--- src/rtl/fetch_decode_ctrl.sv ---
// Fetch/decode hazard and PC sequencing controller: load-use stalls, branch flushes, two-word
// instructions and, when FD_CTRL_INT_EN is defined, interrupt drain and vector entry.
module fetch_decode_ctrl #(
  parameter int unsigned OPW          = 5,
  parameter int unsigned REGW         = 3,
  parameter logic [1:0]  IMM_CLASS    = 2'b10,
  parameter int unsigned DRAIN_CYCLES = 3
) (
  input  logic            clk,
  input  logic            rst_n,
  input  logic [OPW-1:0]  opcode_decode,
  input  logic [REGW-1:0] rs_decode,
  input  logic [REGW-1:0] rd_decode,
  input  logic            decode_valid,
  input  logic [REGW-1:0] rd_ex,
  input  logic            mem_read_ex,
  input  logic            branch_taken_ex,
  input  logic            int_req,
  output logic            pc_write_en,
  output logic            ifid_write_en,
  output logic            ifid_flush,
  output logic            bubble_ex,
  output logic            imm_capture,
  output logic [1:0]      pc_sel,
  output logic            int_ack
);

`ifdef FD_CTRL_INT_EN
  typedef enum logic [2:0] {StRun, StImm, StFlush, StIntDrain, StIntJump} state_e;
  logic [2:0] drain_cnt;
`else
  typedef enum logic [1:0] {StRun, StImm, StFlush} state_e;
`endif

  state_e state;
  logic   load_use;
  logic   two_word;
  logic   int_take;

  assign load_use = mem_read_ex && decode_valid &&
                    ((rd_ex == rs_decode) || (rd_ex == rd_decode));
  assign two_word = decode_valid && (opcode_decode[OPW-1 -: 2] == IMM_CLASS);

`ifdef FD_CTRL_INT_EN
  assign int_take = int_req;
`else
  logic unused_int_req;
  assign unused_int_req = int_req;
  assign int_take       = 1'b0;
`endif

  always_ff @(posedge clk or negedge rst_n) begin
    if (!rst_n) begin
      state <= StRun;
`ifdef FD_CTRL_INT_EN
      drain_cnt <= '0;
`endif
    end else begin
      case (state)
        StRun: begin
          if (branch_taken_ex) begin
            state <= StFlush;
`ifdef FD_CTRL_INT_EN
          end else if (int_take) begin
            state     <= StIntDrain;
            drain_cnt <= 3'(DRAIN_CYCLES - 1);
`endif
          end else if (!load_use && two_word) begin
            state <= StImm;
          end
        end
        // The word in decode is the immediate, so only a branch can redirect.
        StImm:   state <= branch_taken_ex ? StFlush : StRun;
        StFlush: state <= StRun;
`ifdef FD_CTRL_INT_EN
        StIntDrain: begin
          if (drain_cnt == 3'd0) begin
            state <= StIntJump;
          end else begin
            drain_cnt <= drain_cnt - 3'd1;
          end
        end
        StIntJump: state <= StRun;
`endif
        default: state <= StRun;
      endcase
    end
  end

  always_comb begin
    pc_write_en   = 1'b1;
    ifid_write_en = 1'b1;
    ifid_flush    = 1'b0;
    bubble_ex     = 1'b0;
    imm_capture   = 1'b0;
    pc_sel        = 2'b00;
    int_ack       = 1'b0;
    case (state)
      StRun: begin
        if (branch_taken_ex) begin
          ifid_flush = 1'b1;
          bubble_ex  = 1'b1;
          pc_sel     = 2'b01;
        end else if (int_take) begin
          pc_write_en = 1'b0;
          pc_sel      = 2'b11;
          ifid_flush  = 1'b1;
        end else if (load_use) begin
          pc_write_en   = 1'b0;
          ifid_write_en = 1'b0;
          pc_sel        = 2'b11;
          bubble_ex     = 1'b1;
        end
      end
      StImm: begin
        imm_capture = 1'b1;
        bubble_ex   = 1'b1;
        if (branch_taken_ex) begin
          ifid_flush = 1'b1;
          pc_sel     = 2'b01;
        end
      end
      StFlush: ifid_flush = 1'b1;
`ifdef FD_CTRL_INT_EN
      StIntDrain: begin
        pc_write_en = 1'b0;
        pc_sel      = 2'b11;
        ifid_flush  = 1'b1;
        bubble_ex   = 1'b1;
      end
      StIntJump: begin
        pc_sel     = 2'b10;
        ifid_flush = 1'b1;
        int_ack    = 1'b1;
      end
`endif
      default: ;
    endcase
    // Reset forces a frozen, fully flushed pipeline regardless of state.
    if (!rst_n) begin
      pc_write_en   = 1'b0;
      ifid_write_en = 1'b0;
      ifid_flush    = 1'b1;
      bubble_ex     = 1'b1;
      imm_capture   = 1'b0;
      pc_sel        = 2'b11;
      int_ack       = 1'b0;
    end
  end

endmodule

--- config.mk ---
export PLATFORM = sky130hd
export DESIGN_NAME = fetch_decode_ctrl
export DESIGN_NICKNAME = d
export VERILOG_FILES = /design/src/rtl/fetch_decode_ctrl.sv
export SDC_FILE = /design/constraint.sdc
export NUM_CORES = 1
export LEC_CHECK = 0
export BUFFER_PORTS_ARGS = -buffer_cell sky130_fd_sc_hd__clkbuf_2
export CAP_MARGIN = 15
export CORE_AREA = 2 2 39 41
export CTS_BUF_LIST = sky130_fd_sc_hd__clkbuf_8
export CTS_CLUSTER_SIZE = 16
export DETAILED_ROUTE_END_ITERATION = 8
export DIE_AREA = 0 0 41 43
export GPL_TIMING_DRIVEN = 1
export HOLD_SLACK_MARGIN = 0.12
export PLACE_DENSITY = 0.5
export SYNTH_ARGS = -nofsm -noshare
export SYNTH_HDL_FRONTEND = slang
export SYNTH_SLANG_ARGS = --single-unit
--- constraint.sdc ---
create_clock -name clk -period 2.1 [get_ports clk]
set_clock_uncertainty 0.05 [all_clocks]
set_input_delay 0.105 -clock clk [delete_from_list [all_inputs] [get_ports clk]]
set_output_delay 0.105 -clock clk [all_outputs]
set_load 0.02 [all_outputs]
=== Word level (Yosys, flattened, before mapping) ===
Cells that the tools add are included.

* Word-level logic and storage cells: 37
* Memories kept: 0
* Bits in read-only memories: 0
* Bits in writable memories: 0
* Flip-flop bits (word level): 2
* Latch bits: 0
* Bits of input ports: 20
* Output and inout port bits: 8

* Bitwise logic cells: 0
* Muxes and demuxes: 22
* Divide/modulo/power cells: 0
* Order comparisons: 0
* Add/sub/neg operators: 0
* Multiply operators: 0
* Shifts and indexed selects: 0
* Reduce and logical (&&, ||, !) cells: 8
* Eq/ne operators: 6

{| class="wikitable"
|+ Operators by type and width
! operator !! number
|-
| $mux 1 || 12
|-
| $mux 2 || 6
|-
| $pmux 2 s2 || 2
|-
| $eq 3x3->1 || 2
|-
| $eq 2x2->1 const B || 2
|-
| $logic_and 1x1->1 || 4
|-
| $pmux 1 s2 || 2
|-
| $ne 3x3->1 const B || 1
|-
| $eq 2x1->1 const B || 1
|-
| $logic_not 2->1 || 1
|-
| $reduce_or 2->1 || 1
|-
| $logic_not 1->1 || 1
|-
| $logic_or 1x1->1 || 1
|}

=== Longest topological paths before layout ===
Gate-level depths: netlist (run 1).

* Word-level depth: 8
* Gate-level depth with buffers: 5
* Mapped depth without buffers: 4

=== Least setup slack after synthesis (run 1) ===
Ideal clock, no wire load.

* Kind: register -> output
* Start point: register state[0]
* End point: output port pc_sel[1]
* Stages on the path, launching flop included: 3
* Required time: 1945 ps
* Arrival: 1286 ps
* Path buffers: 0
* Setup slack: 659 ps
* Cells stage by stage: dfrtp_1 > or3_1 > o21ai_0

* Word-level cells in the longest chain between the ends: 3
* Elaborated cells between the ends (all ways): 4
* Classes of those cells: eq/ne (1); mux (2); reduce/logical (1)

{| class="wikitable"
|+ RTL lines
! item !! line !! source
|-
| start, declared || 35 || <nowiki>state_e state;</nowiki>
|-
| start signal, assigned || 54 || <nowiki>state <= StRun;</nowiki>
|-
| start signal, assigned || 62 || <nowiki>state <= StFlush;</nowiki>
|-
| start signal, assigned || 69 || <nowiki>state <= StImm;</nowiki>
|-
| $eq 2x1->1 / $logic_not 2->1 (equally long branches) || 98 || <nowiki>case (state)</nowiki>
|-
| $pmux 2 s2 (*) || 98 ||
|-
| $mux 2 (*) || 140 || <nowiki>if (!rst_n) begin</nowiki>
|-
| end, declared || 24 || <nowiki>output logic [1:0] pc_sel,</nowiki>
|}

Mark *: on every way between the ends. The rest lies on a longest branch, timed or not.

=== Worst setup path in the final report (run 1) ===
Ends and elaborated chain as after synthesis.

==> results by group, run 1 <==
Power and ir drop
  – Power Total: 0.0002636 W
  – Pwr Density: between 600 and 700 nW/um^2
  – Combinational group share of total power: 26.1%
  – Internal power: 0.0001933 W
  – Switching Fraction: 26.65%
  – Leakage: 0.2181 nW
  – Clock power frac: roughly 58%
  – Sequential power share: 16.3%
  – Psw: ~0.00007 W
  – VDD IR max: 0.2280 mV

Clocking
  – CTS tree: yes
  – Root buf cell: clkbuf_8
  – CTS Buffer Depth: 2
  – Clk sinks: 2
  – CTS-repair resized insts: 0
  – Reg clk slew, reported paths: 0.03 ns
  – Clock buffer count from CTS: 3
  – Max H-tree Level: 1
  – Clk Latency, worst-skew pair: 0.21 ns

Routing
  – Vias: roughly 280
  – Routed vias/inst: approximately 4.0
  – Post-DR wirelength/cell: 8.314 um
  – Total Wirelength: 582 um
  – Iteration count of the initial detailed-routing pass: 2
  – DRC viols: 0
  – Final ANT Viol Nets: 0
  – Initial drt markers: 1

Yosys
  – Synth cell types: 19
  – Top cells by area, synth: xor2_1 (21%), dfrtp_1 (20%), nor4_2 (10%)
  – #FFs+latches synth: 2
  – Yosys top cell area share: between 20% and 30%
  – Post-synth top area cell: xor2_1
  – Mean Syn Cell Area: 8.848 um^2
  – Synthesized instance count: 28
  – Synthesized Nets: 48
  – Seq/Total Area, Yosys: 20.20%
  – Yosys Warn Count: 0
  – Mapped Area: between 200 and 250 um^2

Critical path
  – Required @ worst endpoint: 1.95 ns
  – Critical path class: reg2out
  – Crit start category: flip-flop
  – CP max stage cell: or3_1
  – Worst r2r src: state[0]
  – Reg2reg path depth: 2
  – CP delay by family, top: simple AND/OR/NAND/NOR gates
  – Worst r2r dst: state[0]
  – Slowest Stage Delay on Critical Path: roughly 0.42 ns
  – Critical path fanouts, max: 5
  – R2r setup slk: slightly below 0.9 ns
  – Cells along the critical path: or3_1 > o21ai_0 > clkbuf_2
  – Crit. End Element: primary output
  – Buf/Inv on CP: 1
  – Worst Path Arrival: 1.40 ns

Global route
  – Largest net degree at the start of global routing: 10
  – Initial antenna violation count: 0
  – First-pass GRT wire length: 938 um
  – Vias in the first global route: about 260
  – Total track usage: between 8 and 9%
  – Overflow after GRT: 0

Finish
  – Syn-to-layout area delta: 75.25%
  – Antenna cells: 0
  – Most frequent cells in the layout: clkbuf_2 (22), xor2_1 (6), clkbuf_8 (3), dlygate4sd3_1 (3)
  – Max reg flops: 2
  – Commonest non-fill, non-tap cell in the layout: clkbuf_2
  – Design area: 434.2 um^2
  – Layout cells sized above 1: a little over 50%
  – Multi-input logic area: 178.9 um^2
  – Top reg by flops: state
  – Fill cell count: 151
  – Top flop regs: state (2)
  – Reg area: 50.05 um^2
  – Nets@finish: 76

Hold path
  – Hold endpoint: state[1]
  – Hold crit path type: in2reg
  – Hold Path Stages: 3
  – Hold path start: branch_taken_ex

Timing
  – Fin crit share: between 70% and 80%
  – Final Hold Fails: 0
  – Final setup fails: 0
  – Fmax: ~640 MHz
  – Slew Limit Fails: 0
  – Clock period minus worst slack: around 1.6 ns
  – RSZ-0062 raised after global routing: no
  – Final TNS setup: 0 ns

Die
  – Die extent in y: 43 um
  – I/O Pins: 28
  – Starting Density: 17.90%
  – Die Footprint: 1763 um^2
  – Core Box Area: 1384 um^2
  – Rows: 14
  – Die Wd: just over 40 um

Placement
  – GP Congestion: 0.6266
  – Placed Area: 362.8 um^2
  – HPWL after DPL: approximately 480 um
  – # port buffers: 22

Flow run
  – Max-cap viol count: 0

Outcome
  – Outcome: finished clean
Yosys cell counts (all sizes together):
cell type and instances:
a22oi 1, and3b 1, buf 2, conb 1
dfrtp 2, inv 1, nand2 1, nand2b 2
nand3 1, nand3b 1, nor2 1, nor3b 1
nor4 3, o21a 1, o21ai 1, o311ai 1
or3 1, xor2 6
per-stage QoR:
| step | setup WS (ns) | utilization (%) | hold slack (ns) | instances |
|---|---|---|---|---|
| finish | 0.5425 | 31.37 | 0.1590 | 70 |
| global route | 0.4065 | 31.37 | 0.1896 | 70 |
| CTS | 0.5144 | 31.37 | 0.1557 | 70 |
| detailed placement | 0.7045 | 26.22 | -0.1052 | 64 |
| global placement | 0.7084 | 26.22 | -0.1084 | 64 |
| floorplan | 0.6591 | - | -0.2406 | 28 |
cell type report:
type / instances / share of cell area, %
clock buffer: 3 / 9.510
inverter: 1 / 0.8646
multi-input combinational: 23 / 41.21
sequential: 2 / 11.53
tap: 16 / 4.611
timing repair buffer: 25 / 32.28
cell families (layout without fill, tap and decap cells):
family | after synthesis | count (layout) | synth area share [%]
AOI/OAI and AO/OA | 4 | 4 | 14.65
xor gates and xnor gates | 6 | 6 | 21.21
buffers and inverters | 3 | 29 | 7.573
DFF | 2 | 2 | 20.20
other | 1 | 1 | 1.514
and+or+nand+nor | 12 | 12 | 34.85
power by group through the flow:
stage | Sequential (W) | Clock [W] | Combinational (W)
global placement | 0.0000433 | 0 | 0.0000654
floorplan | 0.0000429 | 0 | 0.0000400
CTS | 0.0000431 | 0.000157 | 0.0000699
finish | 0.0000430 | 0.000152 | 0.0000688
global route | 0.0000436 | 0.000161 | 0.0000763
detailed placement | 0.0000435 | 0 | 0.0000659
how the worst max path moves through the flow:
stage,startpoint,end,slack (ns),depth (start not counted)
after floorplan,state[0],pc_sel[1],0.66,2
after global placement,rd_ex[2],pc_sel[0],0.71,6
after detailed placement,rd_ex[2],pc_sel[0],0.70,6
after CTS,state[0],pc_sel[1],0.51,3
after global routing,state[0],pc_sel[1],0.41,3
final,state[0],pc_sel[1],0.54,3
per-layer routing:
metal  global-route usage, %  part of all wire [%]  vias to the layer above  wire, um
met4                   10.00                     0                        0         0
met3                   3.141                    11                        0        63
met1                   9.061                    40                      112       234
met2                   11.25                    49                       17       283
met5                       0                     0                        -         0
li1                        -                     -                      150         -
what timing repair did:
action,4_1_cts,5_1_grt
hold buffers,3,0
buffers inserted,0,0
endpoints found under the hold margin,3,0
worst min-delay path, delay by kind of cell:
family | cells | cell delay, ns
buffers and inverters | 2 | 0.17
and+or+nand+nor | 1 | 0.10
Power figures use the tool's default switching activity.
==> run 2, diff against run 1 <==
Clock period 2.1 ns to 1.55 ns, I/O delays scaled along.
==> run 2 against run 1 <==
  * Combinational power rose by 42%
  * Sequential share of layout area fell by 0.23 points
  * Sequential cell count stayed put
  * Routed wire length rose by 1.5%
  * Setup slack lost 0.49 ns
  * Via count rose by 0.72%
  * Register-to-register slack worse by 0.53 ns
  * Power up 37%
  * Critical path depth unchanged
  * Largest power group unchanged
==> results by group, run 2 (synthesis gave the netlist of run 1 again) <==
Timing
  – Setup ws final: 0.05549 ns (-0.4870 ns)
  – Slew Limit Fails: 0 (unchanged)
  – Fin Hold WS: 0.1434 ns (-0.01557 ns)
  – Final TNS setup: 0 ns (unchanged)
  – Fin crit share: 96.42%
  – Final Hold Fails: 0 (unchanged)
  – RSZ-0062 raised after global routing: no
  – Clock period minus worst slack: 1.495 ns
  – Final setup fails: 0 (unchanged)
  – Fmax: 669.1 MHz

Routing
  – Post-DR wirelength/cell: 8.324 um (+0.12%)
  – Routed vias/inst: 3.958 (-0.70%)
  – Final ANT Viol Nets: 0 (unchanged)
  – Initial drt markers: 1 (unchanged)
  – DRC viols: 0 (unchanged)
  – Vias: 281 (+0.72%)
  – Total Wirelength: 591 um (+1.5%)
  – Iteration count of the initial detailed-routing pass: 2 (unchanged)

Global route
  – Largest net degree at the start of global routing: 10 (unchanged)
  – Vias in the first global route: 255 (unchanged)
  – Initial antenna violation count: 0 (unchanged)
  – Total track usage: 8.551% (unchanged)
  – Overflow after GRT: 0 (unchanged)
  – First-pass GRT wire length: 938 um (unchanged)

Critical path
  – Critical path fanouts, max: 5 (unchanged)
  – Critical path class: reg2out
  – Crit start category: flip-flop
  – Crit. End Element: primary output
  – Worst r2r dst: state[0]
  – Reg2reg path depth: 2 (unchanged)
  – Required @ worst endpoint: 1.42 ns (-0.53 ns)
  – R2r setup slk: 0.34 ns (-0.53 ns)
  – Worst r2r src: state[0]
  – Worst Path Arrival: 1.37 ns (-0.03 ns)

Finish
  – Top reg by flops: state
  – Nets@finish: 77 (+1.3%)
  – Antenna cells: 0 (unchanged)
  – Commonest non-fill, non-tap cell in the layout: clkbuf_2
  – Fill cell count: 150 (-0.66%)
  – Most frequent cells in the layout: clkbuf_2 (19), xor2_1 (6), clkbuf_8 (3), dlygate4sd3_1 (3)
  – Syn-to-layout area delta: 83.33%
  – Max reg flops: 2 (unchanged)
  – Reg area: 51.30 um^2 (+2.5%)
  – Multi-input logic area: 187.7 um^2 (+4.9%)
  – Design area: 454.2 um^2 (+4.6%)
  – Layout cells sized above 1: 58.18% (+6.3 points)
  – Top flop regs: state (2)

Clocking
  – Reg clk slew, reported paths: 0.03 ns (about the same)
  – Clk Latency, worst-skew pair: 0.21 ns (about the same)
  – Root buf cell: clkbuf_8
  – Clock buffer count from CTS: 3 (unchanged)
  – CTS tree: yes
  – Clk sinks: 2 (unchanged)
  – Max H-tree Level: 1 (unchanged)
  – CTS Buffer Depth: 2 (unchanged)

Outcome
  – Outcome: finished clean

Power and ir drop
  – Leakage: 0.2241 nW (+2.7%)
  – Pwr Density: 795.6 nW/um^2 (+31%)
  – VDD IR max: 0.3085 mV (+35%)

Hold path
  – Hold Path Stages: 3 (unchanged)
  – Hold endpoint: state[1]
  – Hold crit path type: in2reg
  – Hold path start: branch_taken_ex

Placement
  – Dpl ws: 0.2095 ns (-0.4950 ns)
  – Placed Area: 362.8 um^2 (unchanged)
  – # port buffers: 22 (unchanged)
  – GP Congestion: 0.6266 (unchanged)
  – HPWL after DPL: 480 um (unchanged)

Die
  – Core Box Area: 1384 um^2 (unchanged)
  – Rows: 14 (unchanged)
  – Die Wd: 41 um (unchanged)
  – Die extent in y: 43 um (unchanged)
  – Starting Density: 17.90% (unchanged)
  – Die Footprint: 1763 um^2 (unchanged)
  – I/O Pins: 28 (unchanged)

Flow run
  – Max-cap viol count: 0 (unchanged)
run 2: changes by cell type in the layout (fill, tap and decap cells not counted), sizes merged:
cell	delta
buf	+3
clkbuf	-2
run 2: worst max-delay path by stage:
stage | start | endpoint | slack, ns | cells after the start
after CTS | state[0] | pc_write_en | 0.01 | 3
final | state[0] | ifid_write_en | 0.06 | 3
after floorplan | state[0] | pc_sel[1] | 0.14 | 2
after detailed placement | rd_ex[2] | pc_sel[0] | 0.21 | 6
after global routing | rst_n | bubble_ex | 0.001 | 5
after global placement | rd_ex[2] | pc_sel[0] | 0.21 | 6
run 2: report_power, final:
group          switching (W)  internal [W]  leakage [nW]  total [W]
registers         0.00000336     0.0000554        0.0251  0.0000587
logic              0.0000518     0.0000462         0.177  0.0000980
clock network      0.0000405      0.000164        0.0216   0.000205
total              0.0000956      0.000266         0.224   0.000361
run 2: routing by layer:
layer,wire length (um),GRT usage (%),part of all wire [%]
met5,0,0,0
met4,0,10.00,0
met3,68,3.141,12
met2,279,11.25,47
met1,243,9.061,41
run 2: cell type report:
cell class,instances,share of cell area (%)
Multi-Input combinational cell,23,41.32
Inverter,1,0.8264
Timing Repair Buffer,26,33.06
Tap cell,16,4.408
Clock buffer,3,9.091
Sequential cell,2,11.29
run 2: worst max-delay path: stages (launching register included):
cell and delay (ns):
dfrtp_1 0.40, or3_4 0.42, o21a_1 0.19, clkbuf_2 0.15
run 2: through the flow:
stage | util, % | total power, W | std cells
6_report | 32.82 | 0.0003614 | 71
3_5_place_dp | 26.22 | 0.0001482 | 64
5_1_grt | 32.82 | 0.0003861 | 71
2_1_floorplan | - | 0.0001123 | 28
3_3_place_gp | 26.22 | 0.0001472 | 64
4_1_cts | 31.56 | 0.0003670 | 70
run 2: what timing repair did:
| item | in CTS | in global routing |
|---|---|---|
| endpoints found under the setup margin | 1 | 4 |
| hold buffers | 3 | 0 |
| resized for setup | 2 | 5 |
| gates cloned | 0 | 0 |
| buffers inserted | 0 | 1 |
| hold endpoints to repair | 3 | 0 |
